File: src/rtl/multicycle_main_control.sv
// Main control FSM for the multi-cycle MIPS datapath: opcode decode, stage sequencing, ALUOp and datapath controls.
// Optional build macro ILLEGAL_TRAP_EN: unknown opcodes enter a sticky TRAP state instead of being executed as a NOP.
module multicycle_main_control (
    input  logic       CLK,
    input  logic       Reset_L,
    input  logic [5:0] Opcode,
    input  logic       MemReady,
    output logic       PCWrite,
    output logic       PCWriteCond,
    output logic       IorD,
    output logic       MemRead,
    output logic       MemWrite,
    output logic       IRWrite,
    output logic       MemtoReg,
    output logic       RegDst,
    output logic       RegWrite,
    output logic       ALUSrcA,
    output logic [1:0] ALUSrcB,
    output logic [1:0] PCSource,
    output logic [3:0] ALUOp,
    output logic [3:0] State,
    output logic       Exception
);
    // state  | meaning
    // FETCH  | read instruction at PC, PC+4 (waits on MemReady)
    // DECODE | latch opcode, compute branch target
    // MEMADR | compute lw/sw effective address
    // MEMRD  | load data read (waits on MemReady)
    // MEMWB  | write MDR to rt
    // MEMWR  | store data write (waits on MemReady)
    // EXEC   | R-type ALU operation
    // ALUWB  | write ALUOut to rd
    // BRANCH | beq compare, conditional PC load
    // JUMP   | load jump target into PC
    // IEXEC  | immediate ALU operation
    // IWB    | write ALUOut to rt
    // TRAP   | illegal opcode, held until reset
    typedef enum logic [3:0] {
        FETCH  = 4'd0,
        DECODE = 4'd1,
        MEMADR = 4'd2,
        MEMRD  = 4'd3,
        MEMWB  = 4'd4,
        MEMWR  = 4'd5,
        EXEC   = 4'd6,
        ALUWB  = 4'd7,
        BRANCH = 4'd8,
        JUMP   = 4'd9,
        IEXEC  = 4'd10,
        IWB    = 4'd11,
        TRAP   = 4'd15
    } state_t;

    localparam logic [5:0] OP_RTYPE = 6'b000000;
    localparam logic [5:0] OP_LW    = 6'b100011;
    localparam logic [5:0] OP_SW    = 6'b101011;
    localparam logic [5:0] OP_BEQ   = 6'b000100;
    localparam logic [5:0] OP_J     = 6'b000010;
    localparam logic [5:0] OP_ADDI  = 6'b001000;
    localparam logic [5:0] OP_ADDIU = 6'b001001;
    localparam logic [5:0] OP_ANDI  = 6'b001100;
    localparam logic [5:0] OP_ORI   = 6'b001101;

    localparam logic [3:0] ALU_LSW    = 4'b0000;
    localparam logic [3:0] ALU_BRANCH = 4'b0001;
    localparam logic [3:0] ALU_RTYPE  = 4'b0010;
    localparam logic [3:0] ALU_ADDI   = 4'b0100;
    localparam logic [3:0] ALU_ADDIU  = 4'b0101;
    localparam logic [3:0] ALU_ANDI   = 4'b0110;
    localparam logic [3:0] ALU_ORI    = 4'b0111;

    state_t     state;
    state_t     next_state;
    logic [5:0] op_reg;

    always_ff @(posedge CLK or negedge Reset_L) begin
        if (!Reset_L) begin
            state  <= FETCH;
            op_reg <= 6'b000000;
        end else begin
            state <= next_state;
            if (state == DECODE)
                op_reg <= Opcode;
        end
    end

    always_comb begin
        next_state  = FETCH;
        PCWrite     = 1'b0;
        PCWriteCond = 1'b0;
        IorD        = 1'b0;
        MemRead     = 1'b0;
        MemWrite    = 1'b0;
        IRWrite     = 1'b0;
        MemtoReg    = 1'b0;
        RegDst      = 1'b0;
        RegWrite    = 1'b0;
        ALUSrcA     = 1'b0;
        ALUSrcB     = 2'b00;
        PCSource    = 2'b00;
        ALUOp       = ALU_LSW;
        Exception   = 1'b0;

        case (state)
            FETCH: begin
                MemRead    = 1'b1;
                ALUSrcB    = 2'b01;
                IRWrite    = MemReady;
                PCWrite    = MemReady;
                next_state = MemReady ? DECODE : FETCH;
            end
            DECODE: begin
                ALUSrcB = 2'b11;
                // Decode from the live IR field; op_reg only becomes valid next cycle.
                case (Opcode)
                    OP_LW, OP_SW:                         next_state = MEMADR;
                    OP_RTYPE:                             next_state = EXEC;
                    OP_BEQ:                               next_state = BRANCH;
                    OP_J:                                 next_state = JUMP;
                    OP_ADDI, OP_ADDIU, OP_ANDI, OP_ORI:   next_state = IEXEC;
`ifdef ILLEGAL_TRAP_EN
                    default:                              next_state = TRAP;
`else
                    default:                              next_state = FETCH;
`endif
                endcase
            end
            MEMADR: begin
                ALUSrcA    = 1'b1;
                ALUSrcB    = 2'b10;
                next_state = (op_reg == OP_SW) ? MEMWR : MEMRD;
            end
            MEMRD: begin
                MemRead    = 1'b1;
                IorD       = 1'b1;
                next_state = MemReady ? MEMWB : MEMRD;
            end
            MEMWB: begin
                RegWrite = 1'b1;
                MemtoReg = 1'b1;
            end
            MEMWR: begin
                MemWrite   = 1'b1;
                IorD       = 1'b1;
                next_state = MemReady ? FETCH : MEMWR;
            end
            EXEC: begin
                ALUSrcA    = 1'b1;
                ALUOp      = ALU_RTYPE;
                next_state = ALUWB;
            end
            ALUWB: begin
                RegWrite = 1'b1;
                RegDst   = 1'b1;
            end
            BRANCH: begin
                ALUSrcA     = 1'b1;
                ALUOp       = ALU_BRANCH;
                PCWriteCond = 1'b1;
                PCSource    = 2'b01;
            end
            JUMP: begin
                PCWrite  = 1'b1;
                PCSource = 2'b10;
            end
            IEXEC: begin
                ALUSrcA    = 1'b1;
                ALUSrcB    = 2'b10;
                next_state = IWB;
                case (op_reg)
                    OP_ADDI:  ALUOp = ALU_ADDI;
                    OP_ADDIU: ALUOp = ALU_ADDIU;
                    OP_ANDI:  ALUOp = ALU_ANDI;
                    OP_ORI:   ALUOp = ALU_ORI;
                    default:  ALUOp = ALU_LSW;
                endcase
            end
            IWB: begin
                RegWrite = 1'b1;
            end
            TRAP: begin
`ifdef ILLEGAL_TRAP_EN
                Exception  = 1'b1;
                next_state = TRAP;
`else
                next_state = FETCH;
`endif
            end
            default: begin
                next_state = FETCH;
            end
        endcase
    end

    assign State = state;

endmodule

File: config.mk
export PLATFORM = sky130hd
export DESIGN_NAME = multicycle_main_control
export DESIGN_NICKNAME = d
export VERILOG_FILES = /design/src/rtl/multicycle_main_control.sv
export SDC_FILE = /design/constraint.sdc
export NUM_CORES = 1
export LEC_CHECK = 0
export BUFFER_PORTS_ARGS = -buffer_cell sky130_fd_sc_hd__buf_4
export CORE_MARGIN = 1
export CORE_UTILIZATION = 47
export CTS_CLUSTER_DIAMETER = 120
export CTS_CLUSTER_SIZE = 10
export DETAILED_ROUTE_END_ITERATION = 10
export GPL_ROUTABILITY_DRIVEN = 1
export MAX_ROUTING_LAYER = met4
export PLACE_DENSITY = 0.77
export SLEW_MARGIN = 20
export SYNTH_ARGS = -nofsm -noshare
export SYNTH_HDL_FRONTEND = slang
export SYNTH_SLANG_ARGS = --single-unit
File: constraint.sdc
create_clock -name CLK -period 1.7 [get_ports CLK]
set_input_delay 0 -clock CLK [delete_from_list [all_inputs] [get_ports CLK]]
set_output_delay 0 -clock CLK [all_outputs]
set_load 0.005 [all_outputs]
=== After elaboration in Yosys (flattened, before gate mapping) ===
Cells that the tools add are included.

* Flip-flop bits (word level): 10
* Input bits: 9
* Output and inout bits: 23
* Logic and storage cells: 55

* Eq/ne operators: 24
* Muxes and demuxes: 20
* Reductions and logical operators: 9

{| class="wikitable"
|+ Operators with widths
! kind !! count
|-
| == test 6 x 4 -> 1 bit, second input constant || 8
|-
| one-hot mux 4 bit (7 select lines) || 1
|-
| one-hot mux 4 bit (5 select lines) || 1
|-
| == test 6 bit, second input constant || 3
|-
| == test 4 x 3 -> 1 bit, second input constant || 4
|-
| == test 4 bit, second input constant || 4
|-
| one-hot mux 3 bit (4 select lines) || 1
|-
| two-way mux 1 bit || 10
|-
| two-way mux 3 bit || 3
|-
| one-hot mux 3 bit (3 select lines) || 1
|-
| == test 4 x 2 -> 1 bit, second input constant || 2
|-
| OR reduction 2 bit || 4
|-
| OR reduction 4 bit || 2
|-
| == test 6 x 2 -> 1 bit, second input constant || 1
|-
| == test 6 x 3 -> 1 bit, second input constant || 1
|-
| zero test 6 bit || 1
|-
| one-hot mux 2 bit (3 select lines) || 1
|-
| == test 4 x 1 -> 1 bit, second input constant || 1
|-
| zero test 4 bit || 1
|-
| one-hot mux 2 bit (2 select lines) || 1
|-
| OR reduction 3 bit || 1
|-
| one-hot mux 1 bit (2 select lines) || 1
|}

=== Longest topological paths before layout ===
* Depth after elaboration: 4
* Gate-level depth with buffers: 5

=== Worst setup path after synthesis ===
Ideal clock, no wire load.

* Path kind: reg2reg
* Start: reg state[1], in the netlist State[1]
* End: reg op_reg[0]
* Setup time: 125 ps
* Arrival time: 1407 ps
* Setup slack: 168 ps
* Cell stages (with the launch flop): 4
* Period minus slack after synthesis: 1532 ps
* Path through: dfrtp_1 buf_2 nor4b_4 mux2_2

* Word-level cells in the longest chain between the ends: 1

{| class="wikitable"
|+ RTL lines
! what !! RTL line !! RTL
|-
| from (decl) || 72 || <nowiki>state_t state;</nowiki>
|-
| from (signal assigned) || 81 || <nowiki>state <= next_state;</nowiki>
|-
| == test 4 x 1 -> 1 bit || 82 || <nowiki>if (state == DECODE)</nowiki>
|-
| to (signal assigned) || 83 || <nowiki>op_reg <= Opcode;</nowiki>
|-
| to (decl) || 74 || <nowiki>logic [5:0] op_reg;</nowiki>
|}

No other way between the ends.
A chain may end at the register's enable or synchronous reset.

=== Worst setup path after layout ===
* Start: reg state[2], in the netlist State[2]
* End: out RegWrite

* Word-level cells in the longest chain between the ends: 3
* Elaborated cells between the ends (all ways): 5
* Classes of those cells: 3 x eq/ne; 1 x mux; 1 x reduce/logical

{| class="wikitable"
|+ RTL lines
! what !! RTL line !! RTL
|-
| == test 4 bit or == test 4 x 3 -> 1 bit (tied branches) || 104 || <nowiki>case (state)</nowiki>
|-
| OR reduction 3 bit (no line) * || n/a ||
|-
| two-way mux 1 bit * || 104 ||
|-
| to (decl) || 16 || <nowiki>output logic RegWrite,</nowiki>
|}

Mark *: on every way between the ends. The rest lies on a longest branch, timed or not.

==> flow_metrics.env <==
export IMPL_status="finished, final reports clean"
export IMPL_wl_um=1859
export IMPL_p_total_mw=1.537
export IMPL_post_drt_wl_per_cell_um=13.37
export IMPL_fin_setup_tns_ns=0
export IMPL_cts_htree_levels=1
export IMPL_max_vdd_ir_drop_v=0.0008874
export IMPL_rows=14
export IMPL_coreArea_um2=1524
export IMPL_diodes=0
export IMPL_fin_crit_sh_pct=92.11
export IMPL_path_clk_slew_ns=0.06
export IMPL_dpl_cell_area_um2=1015
export IMPL_cts_tree="built"
export IMPL_period_needed_ns=1.566
export IMPL_nNetsFinal=133
export IMPL_fillers=137
export IMPL_crit_path_end_kind="output port"
export IMPL_slew_violations=0
export IMPL_ys_seq_area_share_pct=31.90
export IMPL_leakagePower_nw=0.5206
export IMPL_p_comb_share_pct=58.0
export IMPL_whs_path_depth=2
export IMPL_ys_warnings_count=0
export IMPL_drt_iter0_drc=24
export IMPL_clk_path_buf_depth=2
export IMPL_finalInstanceArea_um2=1126
export IMPL_die_y_um=42.86
export IMPL_hp_start="Opcode[3]"
export IMPL_setup_viol=0
export IMPL_yosys_most_used_dff="dfrtp_1"
export IMPL_power_density_nw_per_um2=1365
export IMPL_r2r_setup_slack_ns=0.31
export IMPL_antenna_found_initial=0
export IMPL_drc=0
export IMPL_fp_dieW_um=42.86
export IMPL_path_max_fanout=16
export IMPL_final_core_util_pct=73.89
export IMPL_drv_cap=0
export IMPL_drive_above_1_share_pct=41.46
export IMPL_rr_worst_depth=3
export IMPL_internal_power_mw=0.9710
export IMPL_largest_reg_flops=6
export IMPL_ys_ff_latch=10
export IMPL_grt_pass1_vias=719
export IMPL_ys_async_sr_fraction_pct=100.0
export IMPL_synth_top_area_cell="dfrtp_1"
export IMPL_seqCellArea_um2=251.5
export IMPL_grt_overflow=0
export IMPL_syn_avg_cell_area_um2=8.915
export IMPL_netlist_instances=88
export IMPL_num_io_pins=32
export IMPL_drtPass1Iterations=4
export IMPL_synth_top_area_share_pct=31.90
export IMPL_rsz0062_at_grt="no"
export IMPL_p_seq_share_pct=28.5
export IMPL_setup_ws_ns=0.1341
export IMPL_post_cts_buffers=0
export IMPL_crit_path_start_kind="register"
export IMPL_antenna_left=0
export IMPL_cp_data_required_time_ns=1.70
export IMPL_grt_pass1_wl_um=3194
export IMPL_clkLatencyLatePin_ns=0.26
export IMPL_finalHoldViolations=0
export IMPL_synthTopCellsByArea="dfrtp_1 (32%), mux2_2 (5.7%), nand2b_1 (4.8%), nor3b_1 (3.8%), nor2_1 (3.3%)"
export IMPL_swShare_pct=36.82
export IMPL_multiInputGateArea_um2=501.7
export IMPL_fin_skew_ns=0.0003935
export IMPL_worstHoldEndpoint="op_reg[3]"
export IMPL_place_ws_ns=0.3001
export IMPL_cts_made_buffers=3
export IMPL_gp_congestion=0.7682
export IMPL_max_freq_mhz=638.6
export IMPL_grt_max_degree=17
export IMPL_reg2reg_from="State[3]"
export IMPL_worstSetupPathType="register to output port"
export IMPL_clock_sinks=10
export IMPL_synth_area_um2=784.5
export IMPL_port_buffers=29
export IMPL_holdCritPathClass="input port to register"
export IMPL_cts_root_buf="clkbuf_4"
export IMPL_area_growth_pct=43.54
export IMPL_r2r_end="op_reg[3]"
export IMPL_die_area_um2=1837
export IMPL_synth_edf_count=0
export IMPL_viasPerCell=5.568
export IMPL_grt_usage_pct=23.11
export IMPL_arrival_ns=1.57
export IMPL_initial_core_util_pct=51.48
export IMPL_route_vias_total=774
export IMPL_yosysUniqueCellTypes=36
export IMPL_power_switching_mw=0.5658
export IMPL_power_share_clock_pct=13.5
export IMPL_dpl_hpwl_um=1362
layout make-up:
cell class | count | share of cell area, %
sequential | 10 | 22.33
timing repair buffer | 39 | 27.44
tap | 16 | 1.778
clock buffer | 4 | 3.222
inverter | 2 | 0.6667
multi-input combinational | 68 | 44.56
metrics by stage:
stage | std cells | hold slack [ns]
floorplan | 89 | -0.2956
global placement | 130 | -0.1696
detailed placement | 130 | -0.1670
CTS | 139 | 0.004658
global route | 139 | 0.01335
finish | 139 | 0.01096
layout by cell type, fill, tap and decap left out, types with 2 or more instances in the layout:
cell / instances
nor2_1: 7
nand4_1: 3
nor3b_1: 4
dfrtp_1: 9
mux2_1: 2
nor4_2: 2
or2_2: 2
clkbuf_4: 3
a21oi_1: 2
a211oi_1: 2
o211ai_1: 3
nor2b_1: 4
inv_1: 2
nor3_1: 4
mux2_2: 4
buf_4: 33
o311ai_0: 2
nand2b_1: 5
o21ai_0: 4
conb_1: 2
dlygate4sd3_1: 5
layer usage:
layer	GRT usage [%]	wire (µm)
met2	40.00	957
met4	7.500	17
met5	-	0
met1	28.38	791
met3	1.702	93
power groups by stage:
stage	clock [mW]	sequential (mW)	combinational [mW]
finish	0.208	0.438	0.891
global route	0.223	0.458	0.977
CTS	0.213	0.434	0.870
detailed placement	0	0.439	0.856
global placement	0	0.432	0.835
floorplan	0	0.410	0.528
repair_timing:
action / 4_1_cts / 5_1_grt
gates resized for setup: 0 / 6
endpoints found under the hold margin: 14 / 0
hold buffers: 5 / 0
setup endpoints to repair: 0 / 5
cell families after synthesis:
family | after synthesis | share of synthesized area (%)
buffers and inverters | 11 | 7.177
muxes | 6 | 8.612
DFF | 10 | 31.90
and+or+nand+nor | 42 | 35.25
other | 1 | 0.4780
AOI/OAI and AO/OA | 17 | 15.47
xor gates and xnor gates | 1 | 1.117
worst max path at each step:
stage,startpoint,to,cells past startpoint
finish,State[2],RegWrite,5
global route,State[1],PCWrite,5
CTS,State[2],PCWrite,5
detailed placement,State[3],op_reg[3],3
global placement,State[2],State[2],4
floorplan,State[1],op_reg[0],3
critical path, cell delays in order, from the launching register on:
cell	delay (ns)
dfrtp_1	0.45
buf_6	0.19
nand2b_1	0.17
a21oi_1	0.08
or2_2	0.27
buf_4	0.13
cell usage after synthesis, drive strengths merged (3+ instances only):
cell type / count
buf: 7
dfrtp: 10
mux2: 6
nand2b: 6
nand4: 3
nor2: 7
nor2b: 4
nor3: 5
nor3b: 4
o211ai: 3
o21ai: 4
No activity file was read; power rests on OpenSTA's default activity.
